==> config.mk <==
export PLATFORM = sky130hd
export DESIGN_NAME = nbit_cla_adder
export DESIGN_NICKNAME = d
export VERILOG_FILES = /design/src/rtl/nbit_cla_adder.sv
export SDC_FILE = /design/constraint.sdc
export NUM_CORES = 1
export LEC_CHECK = 0
export ABC_AREA = 1
export BUFFER_PORTS_ARGS = -buffer_cell sky130_fd_sc_hd__clkbuf_2
export CAP_MARGIN = 30
export CORE_MARGIN = 10
export CORE_UTILIZATION = 45
export DETAILED_ROUTE_END_ITERATION = 16
export GPL_ROUTABILITY_DRIVEN = 0
export PLACE_DENSITY_LB_ADDON = 0.12
export SLEW_MARGIN = 20
export SYNTH_ARGS = -nofsm -noshare
export SYNTH_HDL_FRONTEND = slang
export SYNTH_SLANG_ARGS = --single-unit
==> constraint.sdc <==
create_clock -name clk -period 0.8 [get_ports clk]
set_input_delay 0.04 -clock clk [delete_from_list [all_inputs] [get_ports clk]]
set_output_delay 0.04 -clock clk [all_outputs]
set_load 0.05 [all_outputs]
==> src/rtl/nbit_cla_adder.sv <==
// N-bit two-level carry-lookahead adder: 4-bit lookahead groups feeding a
// group-lookahead unit, with sum and carry-out captured in output registers.
module nbit_cla_adder #(
    parameter int N = 8
) (
    input  logic         clk,
    input  logic         rst,
    input  logic [N-1:0] a,
    input  logic [N-1:0] b,
    output logic [N-1:0] sum,
    input  logic         cin,
    output logic         cout
);

    localparam int NG = (N + 3) / 4;
    localparam int NP = NG * 4;

    logic [NP-1:0] w_a_pad;
    logic [NP-1:0] w_b_pad;
    logic [NP-1:0] w_g;
    logic [NP-1:0] w_p;
    logic [NG-1:0] w_gg;
    logic [NG-1:0] w_gp;
    logic [NG:0]   w_grp_cin;
    logic [NP:0]   w_carry;
    logic [N-1:0]  w_sum;
    logic [N-1:0]  r_sum;
    logic          r_cout;

    // Internal carries c0..c3 of one group, each a flat sum of products.
    function automatic logic [3:0] group_carries(input logic [3:0] g,
                                                 input logic [3:0] p,
                                                 input logic       c0);
        logic [3:0] c;
        logic       term;
        c    = 4'b0000;
        c[0] = c0;
        for (int j = 0; j < 3; j++) begin
            c[j+1] = 1'b0;
            for (int k = 0; k <= j; k++) begin
                term = g[k];
                for (int m = k + 1; m <= j; m++) term = term & p[m];
                c[j+1] = c[j+1] | term;
            end
            term = c0;
            for (int m = 0; m <= j; m++) term = term & p[m];
            c[j+1] = c[j+1] | term;
        end
        return c;
    endfunction

    function automatic logic group_generate(input logic [3:0] g,
                                            input logic [3:0] p);
        logic gg;
        logic term;
        gg = 1'b0;
        for (int k = 0; k < 4; k++) begin
            term = g[k];
            for (int m = k + 1; m < 4; m++) term = term & p[m];
            gg = gg | term;
        end
        return gg;
    endfunction

    // Every group carry-in is expanded directly from GG/GP and the carry-in.
    function automatic logic [NG:0] lookahead_carries(input logic [NG-1:0] gg,
                                                      input logic [NG-1:0] gp,
                                                      input logic          c0);
        logic [NG:0] c;
        logic        term;
        c    = {(NG+1){1'b0}};
        c[0] = c0;
        for (int k = 1; k <= NG; k++) begin
            c[k] = 1'b0;
            for (int j = 0; j < k; j++) begin
                term = gg[j];
                for (int m = j + 1; m < k; m++) term = term & gp[m];
                c[k] = c[k] | term;
            end
            term = c0;
            for (int m = 0; m < k; m++) term = term & gp[m];
            c[k] = c[k] | term;
        end
        return c;
    endfunction

    // Pad bits above N are zero, so they behave as g=0, p=0.
    assign w_a_pad = NP'(a);
    assign w_b_pad = NP'(b);
    assign w_g     = w_a_pad & w_b_pad;
    assign w_p     = w_a_pad ^ w_b_pad;

    for (genvar k = 0; k < NG; k++) begin : g_grp
        assign w_gg[k]          = group_generate(w_g[4*k +: 4], w_p[4*k +: 4]);
        assign w_gp[k]          = &w_p[4*k +: 4];
        assign w_carry[4*k +: 4] = group_carries(w_g[4*k +: 4], w_p[4*k +: 4],
                                                 w_grp_cin[k]);
    end

    assign w_grp_cin   = lookahead_carries(w_gg, w_gp, cin);
    assign w_carry[NP] = w_grp_cin[NG];
    assign w_sum       = w_p[N-1:0] ^ w_carry[N-1:0];

    // Output registers; reset clears them immediately, independent of clk.
    always_ff @(posedge clk or posedge rst) begin
        if (rst) begin
            r_sum  <= {N{1'b0}};
            r_cout <= 1'b0;
        end else begin
            r_sum  <= w_sum;
            r_cout <= w_carry[N];
        end
    end

    assign sum  = r_sum;
    assign cout = r_cout;

endmodule

After elaboration in Yosys (flattened, before gate mapping)
Index checks and enable logic that the tools add are counted.
{"block": "op_classes", "reduce_logical": 2, "n_bitwise": 45, "shifts": 0, "n_addsub": 0, "muxes": 0, "div_mod_pow": 0, "n_eq_ne": 0, "mul": 0, "n_lt_le_gt_ge": 0}
{"op": "$and A1 B1 Y1", "count": 21}
{"op": "$or A1 B1 Y1", "count": 21}
{"op": "$xor A8 B8 Y8", "count": 2}
{"op": "$and A8 B8 Y8", "count": 1}
{"op": "$reduce_and A4 Y1", "count": 2}
{"block": "totals", "n_memories": 0, "word_cells": 49, "out_inout_bits": 9, "mem_bits_ro": 0, "latchBits": 0, "register_bits": 9, "ram_bits": 0, "in_bits": 19}

Depth between registers and ports, before layout
{"block": "logic_depth", "word_depth": 13, "ltp_mapped": 10, "mapped_depth_nobuf": 10}

Worst setup path after synthesis
No wires, ideal clock.
{"block": "synth_path", "path_type": "input to register", "start": "in a[1]", "end": "reg r_sum[5] (netlist: sum[5])", "arrival_time_ps": 1230, "setup_slack_ps": -558, "setup_time_ps": 129, "required_ps": 671, "path_buffers": 0, "cell_stages": 7, "cell_sequence": "ha_1 nand2_1 nand2_1 nand2_1 nand3_1 fa_1 xor2_1"}
{"block": "synth_between", "elab_chain_len": 11, "word_cells_on_any_way": 16, "classes_between": "15 x bitwise; 1 x reduce/logical"}
{"item": "start: declaration", "line": "8", "rtl": "input logic [N-1:0] a,"}
{"item": "$xor A8 B8 Y8", "line": "91", "rtl": "assign w_p = w_a_pad ^ w_b_pad;"}
{"item": "$and A1 B1 Y1 (3 in series)", "line": "59", "rtl": "for (int m = k + 1; m < 4; m++) term = term & p[m];"}
{"item": "$or A1 B1 Y1 (3 in series)", "line": "60", "rtl": "gg = gg | term;"}
{"item": "$or A1 B1 Y1 (*)", "line": "82", "rtl": "c[k] = c[k] | term;"}
{"item": "$and A1 B1 Y1 (*)", "line": "46", "rtl": "for (int m = 0; m <= j; m++) term = term & p[m];"}
{"item": "$or A1 B1 Y1 (*)", "line": "47", "rtl": "c[j+1] = c[j+1] | term;"}
{"item": "$xor A8 B8 Y8 (*)", "line": "102", "rtl": "assign w_sum = w_p[N-1:0] ^ w_carry[N-1:0];"}
{"item": "named net w_sum[5]", "line": "26", "rtl": "logic [N-1:0] w_sum;"}
{"item": "end signal: assignment", "line": "107", "rtl": "r_sum <= {N{1'b0}};"}
{"item": "end signal: assignment", "line": "110", "rtl": "r_sum <= w_sum;"}
{"item": "end: declaration", "line": "27", "rtl": "logic [N-1:0] r_sum;"}
The timed path passes the listed nets; every way through them passes the cells marked *.

Worst setup path after layout
{"block": "layout_path", "start": "in a[1]", "end": "reg r_sum[7] (netlist: sum[7])"}
{"block": "layout_between", "elab_chain_len": 13, "word_cells_on_any_way": 18, "classes_between": "17 x bitwise; 1 x reduce/logical"}
{"item": "$xor A8 B8 Y8", "line": "91"}
{"item": "$and A1 B1 Y1 (3 in series)", "line": "59"}
{"item": "$or A1 B1 Y1 (3 in series)", "line": "60"}
{"item": "$or A1 B1 Y1 (*)", "line": "82"}
{"item": "$and A1 B1 Y1 (*) (3 in series)", "line": "46"}
{"item": "$or A1 B1 Y1 (*)", "line": "47"}
{"item": "$xor A8 B8 Y8 (*)", "line": "102"}
{"item": "named net w_sum[7]", "line": "26"}
Marks and branches as above.

==> impl_metrics.prom <==
# TYPE chip_impl_metric gauge
chip_impl_metric{name="maximum_fanout_count_along_the_critical_path",unit=""} 3
chip_impl_metric{name="timing.max_slew.rel_slack",unit=""} 0.7749
chip_impl_metric{name="htreeDepth",unit=""} 1
chip_impl_metric{name="grt_overflow",unit=""} 0
chip_impl_metric{name="cts_inserted_buffers",unit=""} 3
chip_impl_metric{name="design.die.area",unit="µm²"} 3371
chip_impl_metric{name="synth.yosys.seq_area_share",unit=""} 0.3455
chip_impl_metric{name="power_frac_clock",unit=""} 0.184
chip_impl_metric{name="max_slew.worst_pin.slew",unit="ns"} 0.3373
chip_impl_info{name="clock_tree_from_tritoncts",value="built"} 1
chip_impl_metric{name="wirelength",unit="mm"} 2.874
chip_impl_info{name="synthTopCellsByArea",value="dfrtp_1 35%, ha_1 19%, nand2_1 11%"} 1
chip_impl_metric{name="reg_clk_slew_reported_paths",unit="ns"} 0.07
chip_impl_info{name="critPathLaunchType",value="input pin"} 1
chip_impl_metric{name="die_h",unit="µm"} 58.06
chip_impl_metric{name="layout.area.seq",unit="µm²"} 225.2
chip_impl_metric{name="first_pass_iters",unit=""} 5
chip_impl_metric{name="nets",unit=""} 153
chip_impl_metric{name="swShare",unit=""} 0.4322
chip_impl_metric{name="final.period_utilization",unit=""} 1.398
chip_impl_metric{name="synth_area_in_xor_xnor",unit=""} 0.05374
chip_impl_metric{name="drt-vias-per-instance",unit=""} 5.441
chip_impl_metric{name="yosysWarningCount",unit=""} 0
chip_impl_metric{name="vias",unit=""} 740
chip_impl_metric{name="synth.cell_area",unit="µm²"} 651.9
chip_impl_metric{name="ys_types",unit=""} 14
chip_impl_metric{name="grt_max_degree",unit=""} 10
chip_impl_info{name="unrepaired_setup_endpoints_after_global_routing",value="yes"} 1
chip_impl_metric{name="synth_cells",unit=""} 75
chip_impl_metric{name="switchingPower",unit="µW"} 962.2
chip_impl_metric{name="syn_area_per_cell",unit="µm²"} 8.692
chip_impl_metric{name="p_leak",unit="µW"} 0.0006308
chip_impl_metric{name="synth-seq-cells",unit=""} 9
chip_impl_metric{name="die_w",unit="µm"} 58.06
chip_impl_metric{name="drc_errors_left",unit=""} 0
chip_impl_metric{name="worstHoldPathCells",unit=""} 4
chip_impl_metric{name="floorplan.io_pins",unit=""} 28
chip_impl_metric{name="final_antenna_net_count",unit=""} 0
chip_impl_metric{name="synth_mux_area_frac",unit=""} 0
chip_impl_metric{name="synth.top_cell.area_share",unit=""} 0.3455
chip_impl_metric{name="adder_cell_fraction_of_synth_area",unit=""} 0.2534
chip_impl_metric{name="async_s_r_ff_share_synth",unit=""} 1.000
chip_impl_metric{name="critPathArrivalTime",unit="ns"} 1.28
chip_impl_info{name="cts_root_buf",value="clkbuf_4"} 1
chip_impl_metric{name="fillerInstances",unit=""} 44
chip_impl_metric{name="fin_setup_tns",unit="ns"} -1.877
chip_impl_info{name="violations_in_the_final_reports",value="setup timing"} 1
chip_impl_info{name="dominant_combinational_cell_family_by_area_after_synthesis",value="simple AND/OR/NAND/NOR gates"} 1
chip_impl_metric{name="power.combinational.fraction",unit=""} 0.544
chip_impl_metric{name="start_util",unit=""} 0.4887
chip_impl_info{name="synth.top_cells.by_count",value="19 x nand2_1, 14 x inv_1, 10 x ha_1"} 1
chip_impl_metric{name="first_drt_iteration_drcs",unit=""} 50
chip_impl_metric{name="number_of_synthesized_flops_with_an_enable_pin",unit=""} 0
chip_impl_metric{name="rows",unit=""} 13
chip_impl_metric{name="wire_length_of_the_first_global_routing_pass",unit="mm"} 3.525
chip_impl_metric{name="post_synth_and_or_nand_nor_area_fraction",unit=""} 0.2591
chip_impl_metric{name="antenna-diode-count",unit=""} 0
chip_impl_metric{name="global_route.usage.total",unit=""} 0.1342
chip_impl_info{name="worst_setup_path_end_kind",value="register"} 1
chip_impl_metric{name="max_cap_viol_count",unit=""} 0
chip_impl_metric{name="finalWorstSetupSlack",unit="ns"} -0.3185
chip_impl_metric{name="cts_sinks",unit=""} 9
chip_impl_metric{name="io_buffers",unit=""} 27
chip_impl_metric{name="finalSetupViolCount",unit=""} 15
chip_impl_metric{name="cellPowerDensity",unit="nW/µm²"} 1805
chip_impl_metric{name="fmax",unit="GHz"} 0.8940
chip_impl_metric{name="layout-area-overhead-vs-synth",unit="%"} 89.25
chip_impl_metric{name="finalMaxSlewViolations",unit=""} 0
chip_impl_info{name="critPathKind",value="in -> reg"} 1
chip_impl_info{name="launch_point_of_the_worst_hold_path",value="b[7]"} 1
chip_impl_metric{name="fin_total_pwr",unit="µW"} 2227
chip_impl_info{name="post-synth-top-count-cell",value="nand2_1"} 1
chip_impl_metric{name="cp.required",unit="ns"} 0.97
chip_impl_info{name="outcome",value="complete, but fails checks"} 1
chip_impl_metric{name="first_global_vias",unit=""} 772
chip_impl_metric{name="wl_per_cell",unit="µm"} 21.13
chip_impl_info{name="main_synth_ff_type",value="dfrtp_1"} 1
chip_impl_metric{name="final.min_clock_period",unit="ns"} 1.119
chip_impl_metric{name="multi_input_area",unit="µm²"} 550.5
chip_impl_metric{name="synth_compound_gate_area_share",unit=""} 0.007678
chip_impl_metric{name="max-clock-path-buffers",unit=""} 2
chip_impl_metric{name="post_route_cells_drive_above_1_share",unit=""} 0.6364
chip_impl_metric{name="timing.hold.ws",unit="ns"} 0.1285
chip_impl_metric{name="syn_nets",unit=""} 106
chip_impl_metric{name="final-hold-violation-count",unit=""} 0
chip_impl_metric{name="core",unit="µm²"} 1334
chip_impl_info{name="min_to",value="cout$_DFF_PP0_"} 1
chip_impl_info{name="min_path_type",value="in -> reg"} 1
chip_impl_metric{name="grt_antenna_before_repair",unit=""} 0
chip_impl_info{name="synthDominantAreaCellType",value="dfrtp_1"} 1
chip_impl_metric{name="vdd_drop_max",unit="mV"} 1.099
chip_impl_metric{name="p_int",unit="µW"} 1264
chip_impl_metric{name="place_hpwl",unit="mm"} 1.473
chip_impl_metric{name="seqPwrFrac",unit=""} 0.272
chip_impl_metric{name="place_worst_setup_slack",unit="ns"} -0.5704
==> through the flow <==
stage                     utilization  std cells  area (µm²)
after floorplan                     -         75       753.2
after global placement         0.7477        129       997.2
after detailed placement       0.7477        129       997.2
after CTS                      0.8724        136        1164
after global routing           0.9250        136        1234
final                          0.9250        136        1234
==> what timing repair did <==
item,CTS,global route
hold buffers,1,0
setup buffers,2,0
setup endpoints to repair,14,15
endpoints found under the hold margin,9,0
pin swaps,6,3
resized for setup,30,22
==> final cells by class <==
type	count	share of cell area
clock buffer	4	0.02130
inverter	14	0.04260
multi-input combinational	52	0.4462
sequential	9	0.1826
tap	15	0.01521
timing repair buffer	42	0.2921
==> routing by layer <==
layer,global-route usage,share of wire,vias up
li1,-,-,325
met1,0.1187,0.37,346
met2,0.2561,0.51,56
met3,0.04793,0.083,13
met4,0.07047,0.039,0
met5,0,0,-
==> layout by cell type, fill, tap and decap left out, drive strengths merged <==
cell,netlist,final
inv,14,14
a21oi,1,1
nand2,23,23
dfrtp,9,9
ha,10,10
nor2,2,2
dlygate4sd3,0,1
nand3,8,8
clkbuf,0,20
xnor2,1,1
buf,0,25
fa,2,2
xor2,3,3
nand4,2,2
==> power groups by stage <==
stage,Clock [µW],Combinational (µW),Sequential (µW)
3_5_place_dp,0,877,569
6_report,410,1210,605
4_1_cts,340,1060,574
5_1_grt,421,1270,611
2_1_floorplan,0,282,878
3_3_place_gp,0,854,566
==> worst max path at each step <==
stage	start	cells after the start	slack, ns	end
3_3_place_gp	a[3]	8	-0.54	sum[5]$_DFF_PP0_
3_5_place_dp	a[3]	8	-0.57	sum[5]$_DFF_PP0_
6_report	a[1]	11	-0.32	sum[7]$_DFF_PP0_
4_1_cts	a[1]	8	-0.23	sum[5]$_DFF_PP0_
5_1_grt	a[3]	10	-0.36	sum[7]$_DFF_PP0_
2_1_floorplan	a[1]	7	-0.36	sum[5]$_DFF_PP0_
==> state kept, by name (all words and copies together), names as in the netlist <==
name / flops
cout: 1
sum: 8
==> critical path, cell delays in order <==
cell and delay (ns):
clkbuf_2 0.10, ha_4 0.25, nand2_2 0.08, nand2_2 0.05, nand2_2 0.10, nand3_4 0.11
ha_4 0.18, nand3_2 0.08, nand3_2 0.11, nand2_2 0.09, nand2_1 0.08
==> logic make-up (layout without fill, tap and decap cells) <==
logic type | Yosys count | after routing
simple gates | 35 | 35
buf+inv | 14 | 60
fa+ha+maj | 12 | 12
flops | 9 | 9
xor+xnor | 4 | 4
compound gates | 1 | 1
(Power assumes the default switching activity.)
